$ cat config.mk
export PLATFORM = sky130hd
export DESIGN_NAME = network_div_div_30s_16s_15_seq
export DESIGN_NICKNAME = d
export VERILOG_FILES = /design/src/rtl/network_div_div_30s_16s_15_seq.sv
export SDC_FILE = /design/constraint.sdc
export NUM_CORES = 1
export LEC_CHECK = 0
export ABC_CLOCK_PERIOD_IN_PS = 3800
export CAP_MARGIN = 15
export CORE_MARGIN = 2
export CORE_UTILIZATION = 59
export CTS_BUF_LIST = sky130_fd_sc_hd__clkbuf_8
export DETAILED_ROUTE_END_ITERATION = 12
export PLACE_DENSITY = 0.84
export SLEW_MARGIN = 20
export SYNTH_ARGS = -nofsm -noshare
export SYNTH_HDL_FRONTEND = slang
export SYNTH_SLANG_ARGS = --single-unit
$ cat constraint.sdc
create_clock -name clk -period 3.8 [get_ports clk]
set_input_delay 0.95 -clock clk [delete_from_list [all_inputs] [get_ports clk]]
set_output_delay 0.95 -clock clk [all_outputs]
set_load 0.005 [all_outputs]
$ cat src/rtl/network_div_div_30s_16s_15_seq.sv
// network_div_div_30s_16s_15_seq
//   Sequential signed divider: 30-bit signed dividend / 16-bit signed divisor
//   -> 15-bit signed saturated quotient. Radix-2 restoring, one quotient bit
//   per ce-high cycle, truncation toward zero (C semantics).
//
// Ports
//   clk, reset      rising-edge clock, synchronous active-high reset
//   ce              clock enable; low freezes every register
//   din_valid/ready operand handshake (din0 dividend, din1 divisor)
//   dout_valid/ready result handshake (dout quotient, ovf saturated, dbz /0)
//   rem             signed remainder, only with NETWORK_DIV_REMAINDER_EN
//
// Handshake: a transfer happens on a rising edge where valid & ready & ce are
// all high. din_ready is high only in IDLE; dout_valid is high only in HOLD,
// and the result is held there until it is taken. Operands and results never
// overlap, so din0/din1 may change freely after acceptance.
//
// Optional feature macro: NETWORK_DIV_REMAINDER_EN (adds the rem output).
module network_div_div_30s_16s_15_seq #(
    parameter int DIVIDEND_WIDTH = 30,
    parameter int DIVISOR_WIDTH  = 16,
    parameter int QUOTIENT_WIDTH = 15
) (
    input  logic                      clk,
    input  logic                      reset,
    input  logic                      ce,
    input  logic                      din_valid,
    output logic                      din_ready,
    input  logic [DIVIDEND_WIDTH-1:0] din0,
    input  logic [DIVISOR_WIDTH-1:0]  din1,
    output logic                      dout_valid,
    input  logic                      dout_ready,
    output logic [QUOTIENT_WIDTH-1:0] dout,
    output logic                      ovf,
    output logic                      dbz
`ifdef NETWORK_DIV_REMAINDER_EN
    ,
    output logic [DIVISOR_WIDTH-1:0]  rem
`endif
);

    localparam int DW = DIVIDEND_WIDTH;
    localparam int SW = DIVISOR_WIDTH;
    localparam int QW = QUOTIENT_WIDTH;
    localparam int CW = $clog2(DW);

    localparam logic [1:0] IDLE = 2'd0;
    localparam logic [1:0] CALC = 2'd1;
    localparam logic [1:0] FIX  = 2'd2;
    localparam logic [1:0] HOLD = 2'd3;

    localparam logic [CW-1:0] CNT_LAST = CW'(DW - 1);
    // Largest quotient magnitudes representable for each result sign.
    localparam logic [DW-1:0] QPOS_MAG = DW'((2 ** (QW - 1)) - 1);
    localparam logic [DW-1:0] QNEG_MAG = DW'(2 ** (QW - 1));
    localparam logic [QW-1:0] QMAX     = {1'b0, {(QW - 1){1'b1}}};
    localparam logic [QW-1:0] QMIN     = {1'b1, {(QW - 1){1'b0}}};

    logic [1:0]    state;
    logic [CW-1:0] cnt;
    // dvd starts as |dividend| and is shifted left each step; quotient bits
    // enter at the LSB, so after DW steps it holds the quotient magnitude.
    logic [DW-1:0] dvd;
    logic [SW-1:0] dsr;
    logic [SW-1:0] rem_r;
    logic          sgn_q;
    logic          neg_dvd;
    logic          dbz_r;

    logic [DW-1:0] a_mag;
    logic [SW-1:0] b_mag;
    logic [SW:0]   rem_shift;
    logic          ge;
    logic [SW-1:0] rem_sub;

    always_comb begin
        a_mag     = din0[DW-1] ? -din0 : din0;
        b_mag     = din1[SW-1] ? -din1 : din1;
        rem_shift = {rem_r, dvd[DW-1]};
        ge        = rem_shift >= {1'b0, dsr};
        // When ge holds the difference is below |divisor| <= 2^(SW-1), so the
        // low SW bits of the subtraction are exact.
        rem_sub   = rem_shift[SW-1:0] - dsr;
    end

    assign din_ready  = (state == IDLE);
    assign dout_valid = (state == HOLD);

    always_ff @(posedge clk) begin
        if (reset) begin
            state   <= IDLE;
            cnt     <= '0;
            dvd     <= '0;
            dsr     <= '0;
            rem_r   <= '0;
            sgn_q   <= 1'b0;
            neg_dvd <= 1'b0;
            dbz_r   <= 1'b0;
            dout    <= '0;
            ovf     <= 1'b0;
            dbz     <= 1'b0;
`ifdef NETWORK_DIV_REMAINDER_EN
            rem     <= '0;
`endif
        end else if (ce) begin
            case (state)
                IDLE: begin
                    if (din_valid) begin
                        sgn_q   <= din0[DW-1] ^ din1[SW-1];
                        neg_dvd <= din0[DW-1];
                        dvd     <= a_mag;
                        dsr     <= b_mag;
                        rem_r   <= '0;
                        dbz_r   <= (din1 == '0);
                        cnt     <= '0;
                        state   <= CALC;
                    end
                end
                CALC: begin
                    // With a zero divisor every step "subtracts" zero, so
                    // rem_r ends up holding the low SW bits of |dividend|;
                    // re-signing that reproduces din0[SW-1:0] for rem.
                    rem_r <= ge ? rem_sub : rem_shift[SW-1:0];
                    dvd   <= {dvd[DW-2:0], ge};
                    cnt   <= cnt + CW'(1);
                    if (cnt == CNT_LAST) begin
                        state <= FIX;
                    end
                end
                FIX: begin
                    dbz <= dbz_r;
                    if (dbz_r) begin
                        dout <= neg_dvd ? QMIN : QMAX;
                        ovf  <= 1'b0;
                    end else if (sgn_q) begin
                        if (dvd > QNEG_MAG) begin
                            dout <= QMIN;
                            ovf  <= 1'b1;
                        end else begin
                            dout <= -dvd[QW-1:0];
                            ovf  <= 1'b0;
                        end
                    end else begin
                        if (dvd > QPOS_MAG) begin
                            dout <= QMAX;
                            ovf  <= 1'b1;
                        end else begin
                            dout <= dvd[QW-1:0];
                            ovf  <= 1'b0;
                        end
                    end
`ifdef NETWORK_DIV_REMAINDER_EN
                    rem <= neg_dvd ? -rem_r : rem_r;
`endif
                    state <= HOLD;
                end
                HOLD: begin
                    if (dout_ready) begin
                        state <= IDLE;
                    end
                end
                default: state <= IDLE;
            endcase
        end
    end

endmodule

==> results of run 1 <==
sequential cells by signal (all words and copies together) (netlist names):
register and flops:
cnt 5, sgn_q 1, neg_dvd 1, dbz 1, dvd 30, rem_r 16
ovf 1, state 2, dbz_r 1, dsr 16, dout 15
kinds of logic after synthesis:
family	share of synthesized area
buffers and inverters	0.0582
xor gates and xnor gates	0.0767
and+or+nand+nor	0.240
DFF	0.289
adders and majority gates	0.0540
muxes	0.0116
AOI/OAI and AO/OA	0.271
area by class of cell:
type / count / area, µm²
Sequential cell: 89 / 1780
Timing Repair Buffer: 85 / 806
Tap cell: 136 / 170
Fill cell: 867 / 3100
Clock buffer: 10 / 138
Multi-Input combinational cell: 634 / 4030
Clock inverter: 6 / 65.1
Inverter: 38 / 143
worst max-delay path by stage:
stage | from | end | slack, ps | depth (start not counted)
after floorplan | din0[4] | dvd[27] | 710 | 7
after global placement | din0[8] | dvd[29] | 120 | 7
after detailed placement | din0[8] | dvd[27] | 50 | 7
after CTS | din0[8] | dvd[29] | 430 | 7
after global routing | din0[8] | dvd[29] | 290 | 7
final | din0[8] | dvd[29] | 400 | 7
synth_stat cells (16+ instances only):
cell type | instances | area (µm²)
xor2_1 | 25 | 219
o21ai_0 | 36 | 180
clkbuf_1 | 47 | 176
inv_1 | 38 | 143
a21oi_1 | 57 | 285
nand2_1 | 114 | 428
nor3_1 | 20 | 100
o211ai_1 | 28 | 210
xnor2_1 | 29 | 254
a31oi_1 | 18 | 113
ha_1 | 25 | 313
nand2b_1 | 16 | 100
dfxtp_1 | 89 | 1780
a211oi_1 | 25 | 188
nor2_1 | 46 | 173
nand3_1 | 30 | 150
or3_1 | 19 | 119
o31ai_1 | 18 | 135
per-stage QoR:
step	area [µm²]	utilization	instances
after CTS	7130	0.697	998
after floorplan	6160	-	817
after global routing	7130	0.697	998
after detailed placement	6930	0.677	982
after global placement	6930	0.677	982
final	7130	0.697	998
power groups by stage:
stage          combinational (µW)  sequential (µW)  clock, µW
2_1_floorplan                 627             1030          0
3_3_place_gp                  841             1060          0
3_5_place_dp                  874             1060          0
4_1_cts                       878             1040        690
5_1_grt                       979             1050        734
6_report                      889             1040        685
per-layer routing:
layer	global-route usage	wire, µm
met5	0	0
met4	0.117	490
met3	0.0399	868
met2	0.513	8070
met1	0.384	7410
critical path, stage by stage:
cell and delay (ps):
clkdlybuf4s50_1 480, or4_1 560, or4b_1 670, or3_4 460, nor4_2 250, a211oi_1 80
a211oi_2 210
==> results.json, run 1 <==
{
  "status": "completed",
  "finalCritPeriodShare": 0.894,
  "cts_buffers": 9,
  "vias": 6314,
  "min_from": "ovf",
  "drive_above_1_share": 0.0592,
  "drt_iter0_markers": 442,
  "drtPass1Iterations": 6,
  "power.total_uw": 2610,
  "ys_seq_area_frac": 0.289,
  "power_per_cell_area_nw_per_um2": 366,
  "layout.nets": 934,
  "start_util": 0.603,
  "layout_common_cells": "nand2_1 (114), dfxtp_1 (89), clkdlybuf4s50_1 (68)",
  "fin_crit_ps": 3400,
  "synth_cell_type_count": 69,
  "clkLatencyLatePin_ps": 360,
  "async_flop_share": 0,
  "syn_area_um2": 6160,
  "die_area_um2": 11300,
  "p_int_uw": 1670,
  "antenna_found_initial": 0,
  "power_frac_seq": 0.398,
  "clk_pin_slew_ps": 90,
  "r2r_start": "dsr[8]",
  "row_count": 37,
  "final_antenna_net_count": 0,
  "p_leak_uw": 0.00261,
  "final_max_slew_viol_count": 0,
  "peakVddDrop_mv": 0.224,
  "synth_warnings": 0,
  "avgViaCountPerCell": 6.33,
  "setup_ws_ps": 404,
  "rsz0062_at_grt": "no",
  "overflow": 0,
  "cts.sinks": 89,
  "drc": 0,
  "clock_power_share": 0.262,
  "critPathMaxFanout": 8,
  "globalRouteTotalUtil": 0.300,
  "min_path_cells": 2,
  "p_sw_frac": 0.361,
  "coreArea_um2": 10200,
  "clockBufferDepth": 2,
  "ctsResizeCount": 0,
  "ys_ff_latch": 89,
  "die_h_um": 106,
  "final_common_cell": "nand2_1",
  "rr_endpoint": "rem_r[6]",
  "grt_pass1_wl_um": 28000,
  "htreeDepth": 3,
  "ctsHoldBuffers": 0,
  "insertedDiodeCount": 0,
  "worst_slew_pin_slew_ps": 810,
  "ioPinCount": 70,
  "root_buffer": "clkbuf_8",
  "wl_per_cell_um": 16.9,
  "hold_viol": 0,
  "comb_power_share": 0.340,
  "first_global_vias": 5947,
  "regToRegSetupSlack_ps": 870,
  "crit_path_start_kind": "primary input",
  "drt-total-wl_um": 16800,
  "place_congestion": 0.909,
  "die_x_um": 106,
  "hold_slack_ps": 476,
  "slew_headroom": 0.460,
  "finalSetupTns_ps": 0,
  "hold_path_class": "reg2reg",
  "cts_tree": "yes",
  "syn_nets": 894,
  "ys.flop_type": "dfxtp_1",
  "setup_viol": 0,
  "dp_hpwl_um": 12300,
  "arrival_ps": 3670,
  "netlist_instances": 817,
  "synth_enable_flop_cells": 0,
  "io_buffers": 69,
  "finClkSkew_ps": 10.2,
  "worstPathRequired_ps": 4070,
  "ff2ff_path_depth": 8,
  "syn_to_final_growth_pct": 15.7,
  "cap_violations": 0,
  "dp_slack_ps": 49.4,
  "path_class": "in2reg",
  "cts_setup_buffers": 0,
  "power.switching_uw": 942,
  "crit_path_end_kind": "flip-flop",
  "grt_max_degree": 70,
  "avgSynthCellArea_um2": 7.55,
  "fmax_ghz": 0.294,
  "hold_end": "ovf"
}
Note: power is estimated with default switching activity, not from simulation.
==> run 2, diff against run 1 <==
--- a/config.mk
+++ b/config.mk
@@ -5,7 +5,7 @@
 export SDC_FILE = /design/constraint.sdc
 export NUM_CORES = 1
 export LEC_CHECK = 0
-export ABC_CLOCK_PERIOD_IN_PS = 3800
+export ABC_CLOCK_PERIOD_IN_PS = 3200
 export CAP_MARGIN = 15
 export CORE_MARGIN = 2
 export CORE_UTILIZATION = 59
==> constraint.sdc (replaced) <==
create_clock -name clk -period 3.2 [get_ports clk]
set_input_delay 0.8 -clock clk [delete_from_list [all_inputs] [get_ports clk]]
set_output_delay 0.8 -clock clk [all_outputs]
set_load 0.005 [all_outputs]
==> results.json, run 2 (synthesis gave the netlist of run 1 again) <==
{
  "status": "completed",
  "fin_crit_ps": 3050,
  "p_int_uw": 1990,
  "clock_power_share": 0.261,
  "cap_violations": 0,
  "first_global_vias": 5888,
  "fmax_ghz": 0.327,
  "insertedDiodeCount": 0,
  "worst_slew_pin_slew_ps": 794,
  "vias": 6436,
  "rsz0062_at_grt": "no",
  "power_per_cell_area_nw_per_um2": 427,
  "wl_met1_um": 7490,
  "cts_setup_buffers": 0,
  "row_count": 37,
  "drt-total-wl_um": 16900,
  "cts_tree": "yes",
  "die_h_um": 106,
  "globalRouteTotalUtil": 0.301,
  "hold_path_class": "reg2reg",
  "dp_hpwl_um": 12400,
  "hold_viol": 0,
  "wl_met3_um": 784,
  "finalSetupTns_ps": 0,
  "clockBufferDepth": 2,
  "topRoutingLayerUsed": "met4",
  "power.switching_uw": 1150,
  "place_congestion": 0.943,
  "cts.sinks": 89,
  "drc": 0,
  "reg_top3": "dvd x30, dsr x16, rem_r x16",
  "final_antenna_net_count": 0,
  "final_common_cell": "nand2_1",
  "finClkSkew_ps": 15.9,
  "syn_to_final_growth_pct": 19.2,
  "setup_viol": 0,
  "avgViaCountPerCell": 6.28,
  "worstPathRequired_ps": 3420,
  "crit_path_start_kind": "primary input",
  "power_frac_seq": 0.393,
  "overflow": 0,
  "grt_pass1_wl_um": 27800,
  "top_register": "dvd",
  "placed_area_um2": 7130,
  "root_buffer": "clkbuf_8",
  "arrival_ps": 3280,
  "fin_area_um2": 7350,
  "finalCritPeriodShare": 0.955,
  "layout.nets": 961,
  "clk_pin_slew_ps": 90,
  "critPathMaxFanout": 5,
  "clkLatencyLatePin_ps": 380,
  "p_leak_uw": 0.00273,
  "layout_common_cells": "nand2_1 (114), dfxtp_1 (89), clkdlybuf4s50_1 (68)",
  "ioPinCount": 70,
  "drive_above_1_share": 0.0911,
  "power.total_uw": 3140,
  "cts_buffers": 9,
  "crit_path_end_kind": "flip-flop",
  "largest_register_ff_count": 30,
  "grt_max_degree": 70,
  "antenna_found_initial": 0,
  "path_class": "in2reg",
  "p_sw_frac": 0.365,
  "coreArea_um2": 10200,
  "wl_per_cell_um": 16.5,
  "wl_met2_um": 8110,
  "start_util": 0.603,
  "comb_power_share": 0.346,
  "die_x_um": 106,
  "peakVddDrop_mv": 0.256,
  "ctsHoldBuffers": 0,
  "die_area_um2": 11300,
  "final_max_slew_viol_count": 0,
  "drtPass1Iterations": 5,
  "slew_headroom": 0.469,
  "io_buffers": 69,
  "drt_iter0_markers": 392,
  "htreeDepth": 3
}
-- run 2: cell types whose count changed in the layout (fill, tap and decap cells not counted) --
cell,delta
a221oi_1,-1
a221oi_2,+1
buf_4,+27
clkbuf_8,-1
clkinv_2,-1
clkinv_4,-1
clkinvlp_4,+2
inv_8,+1
nor2_1,-1
nor2_2,+1
or4b_1,-1
or4b_4,+1
-- run 2: per-layer routing --
metal,GRT usage,vias up
met5,0,-
met4,0.140,0
met3,0.0331,33
met2,0.506,222
met1,0.385,3048
li1,-,3133
-- run 2: per-stage QoR --
| step | hold slack [ps] | worst slack (ps) | utilization | cells |
|---|---|---|---|---|
| floorplan | 436 | 260 | - | 817 |
| global placement | 443 | -225 | 0.697 | 1009 |
| detailed placement | 454 | -297 | 0.697 | 1009 |
| CTS | 467 | 97.0 | 0.717 | 1025 |
| global route | 498 | 28.7 | 0.718 | 1025 |
| finish | 465 | 145 | 0.718 | 1025 |
-- run 2: path summary, 6_finish.rpt --
kind	depth (start not counted)	end	from	slack (ps)
worst max register to register	9	rem_r[13]	dsr[12]	440
worst max-delay path	7	dvd[22]	din0[4]	150
worst min-delay path	2	ovf	ovf	470
worst min register to register	2	ovf	ovf	470
-- run 2: critical path: stages --
cell and delay [ps]:
clkdlybuf4s50_1 430, or4_4 550, or4_4 540, or3_1 460
a211o_1 320, o2111ai_1 90, a21oi_1 90
-- run 2: power groups by stage --
| stage | Clock [µW] | Sequential (µW) | Combinational [µW] |
|---|---|---|---|
| 3_5_place_dp | 0 | 1260 | 1060 |
| 5_1_grt | 862 | 1240 | 1190 |
| 6_report | 818 | 1230 | 1090 |
| 2_1_floorplan | 0 | 1230 | 744 |
| 4_1_cts | 829 | 1230 | 1070 |
| 3_3_place_gp | 0 | 1250 | 1030 |
-- run 2: area by class of cell --
type	count	area, µm²
clock buffers	9	124
clock inverters	7	77.6
fillers	832	2890
inverters	38	143
multi-input cells	634	4040
flip-flops and latches	89	1780
well taps	136	170
repair buffers	112	1010
-- run 2: what timing repair did --
item	CTS	global route
gates resized for setup	0	2
endpoints found under the hold margin	0	0
setup endpoints to repair	0	1
==> run 3, diff against run 2 <==
--- a/config.mk
+++ b/config.mk
@@ -7,7 +7,7 @@
 export LEC_CHECK = 0
 export ABC_CLOCK_PERIOD_IN_PS = 3200
 export CAP_MARGIN = 15
-export CORE_MARGIN = 2
+export CORE_MARGIN = 4
 export CORE_UTILIZATION = 59
 export CTS_BUF_LIST = sky130_fd_sc_hd__clkbuf_8
 export DETAILED_ROUTE_END_ITERATION = 12
==> results.json, run 3 (synthesis gave the netlist of run 1 again) <==
{
  "drt_iter0_markers": 577,
  "drc": 0,
  "fin_util": 0.720,
  "reg_top3": "dvd x30, dsr x16, rem_r x16",
  "die_h_um": 110,
  "dpl.cell_count": 1009,
  "io_buffers": 69,
  "overflow": 0,
  "cpPeakStageDelay_ps": 560,
  "cts_setup_buffers": 0,
  "coreArea_um2": 10200,
  "hold_path_class": "reg2reg",
  "layout.nets": 961,
  "ctsResizeCount": 0,
  "fin_area_um2": 7360,
  "hold_viol": 0,
  "ctsHoldBuffers": 0,
  "drive_above_1_share": 0.0889,
  "cts_tree": "yes",
  "crit_path_start_kind": "primary input",
  "worst_slew_pin_slew_ps": 1180,
  "final_antenna_net_count": 0,
  "final_common_cell": "nand2_1",
  "avgViaCountPerCell": 6.32,
  "drtPass1Iterations": 7,
  "root_buffer": "clkbuf_8",
  "rsz0062_at_grt": "no",
  "fin_crit_ps": 3110,
  "p_leak_uw": 0.00275,
  "setup_viol": 0,
  "status": "completed",
  "finalNonFillerCells": 1025,
  "place_congestion": 0.949,
  "min_path_cells": 2,
  "insertedDiodeCount": 0,
  "first_global_vias": 6133,
  "largest_register_ff_count": 30,
  "finClkSkew_ps": 8.61,
  "finalCritPeriodShare": 0.972,
  "drt-total-wl_um": 17500,
  "placed_area_um2": 7130,
  "start_util": 0.603,
  "vias": 6473,
  "ioPinCount": 70,
  "clkLatencyLatePin_ps": 380,
  "dp_hpwl_um": 12600,
  "die_x_um": 110,
  "path_class": "in2reg",
  "grt_max_degree": 61,
  "critPathMaxFanout": 6,
  "peakVddDrop_mv": 0.231,
  "cpMaxStageDelayCell": "or4_4",
  "slew_headroom": 0.209,
  "power_per_cell_area_nw_per_um2": 437,
  "grt_pass1_wl_um": 28500,
  "worstPathCellList": "clkdlybuf4s50_1, or4_4, or4_4, or3_1, o21ai_0, xor2_1, o21ai_0",
  "worstPathRequired_ps": 3470,
  "wl_per_cell_um": 17.0,
  "htreeDepth": 3,
  "fmax_ghz": 0.322,
  "die_area_um2": 12100,
  "ff2ff_path_depth": 9,
  "top_register": "dvd",
  "syn_to_final_growth_pct": 19.4,
  "row_count": 37,
  "crit_path_end_kind": "flip-flop",
  "antenna_found_initial": 0,
  "final_max_slew_viol_count": 0,
  "finalSetupTns_ps": 0,
  "cts_buffers": 9,
  "clockBufferDepth": 2,
  "layout_common_cells": "nand2_1 (114), dfxtp_1 (89), clkdlybuf4s50_1 (68)",
  "clk_pin_slew_ps": 90,
  "globalRouteTotalUtil": 0.292,
  "cts.sinks": 89,
  "cap_violations": 0,
  "arrival_ps": 3380
}
[run 3: changes by cell type in the layout (fill, tap and decap cells not counted), sizes merged]
cell | previous run | this run
inv | 42 | 41
clkinvlp | 2 | 1
clkbuf | 9 | 10
bufinv | 1 | 2
[run 3: cell type report]
| cell class | instances | area (µm²) |
|---|---|---|
| multi-input combinational | 634 | 4030 |
| fill | 817 | 2870 |
| sequential | 89 | 1780 |
| timing repair buffer | 112 | 1010 |
| tap | 136 | 170 |
| inverter | 38 | 143 |
| clock buffer | 10 | 138 |
| clock inverter | 6 | 88.8 |
[run 3: path summary, 6_finish.rpt]
check | start | end | slack [ps]
worst min-delay path | ovf | ovf | 460
worst min register to register | ovf | ovf | 460
worst max-delay path | din0[4] | dvd[26] | 90
worst max register to register | dsr[9] | rem_r[7] | 420
[run 3: metrics by stage]
stage | hold slack (ps) | setup WS (ps) | power [µW]
after floorplan | 436 | 260 | 1970
after global placement | 443 | -231 | 2280
after detailed placement | 451 | -298 | 2310
after CTS | 465 | 110 | 3200
after global routing | 490 | 10.5 | 3390
final | 463 | 89.6 | 3220
[run 3: worst max-delay path: cells and delay by family]
kind,cells,cell delay (ps)
AOI/OAI and AO/OA,2,350
xor gates and xnor gates,1,190
buffers and inverters,1,430
and+or+nand+nor,3,1600
[run 3: power by group]
group	switching, µW	internal (µW)	leakage, µW	total, µW
logic	632	452	0.00191	1080
clock network	439	464	0.000115	903
registers	65.8	1170	0.000723	1230
[run 3: layer usage]
metal | vias to the layer above | GRT usage | share of wire
li1 | 3122 | - | -
met1 | 3043 | 0.363 | 0.43
met2 | 258 | 0.494 | 0.48
met3 | 50 | 0.0367 | 0.053
met4 | 0 | 0.156 | 0.041
met5 | - | 0 | 0
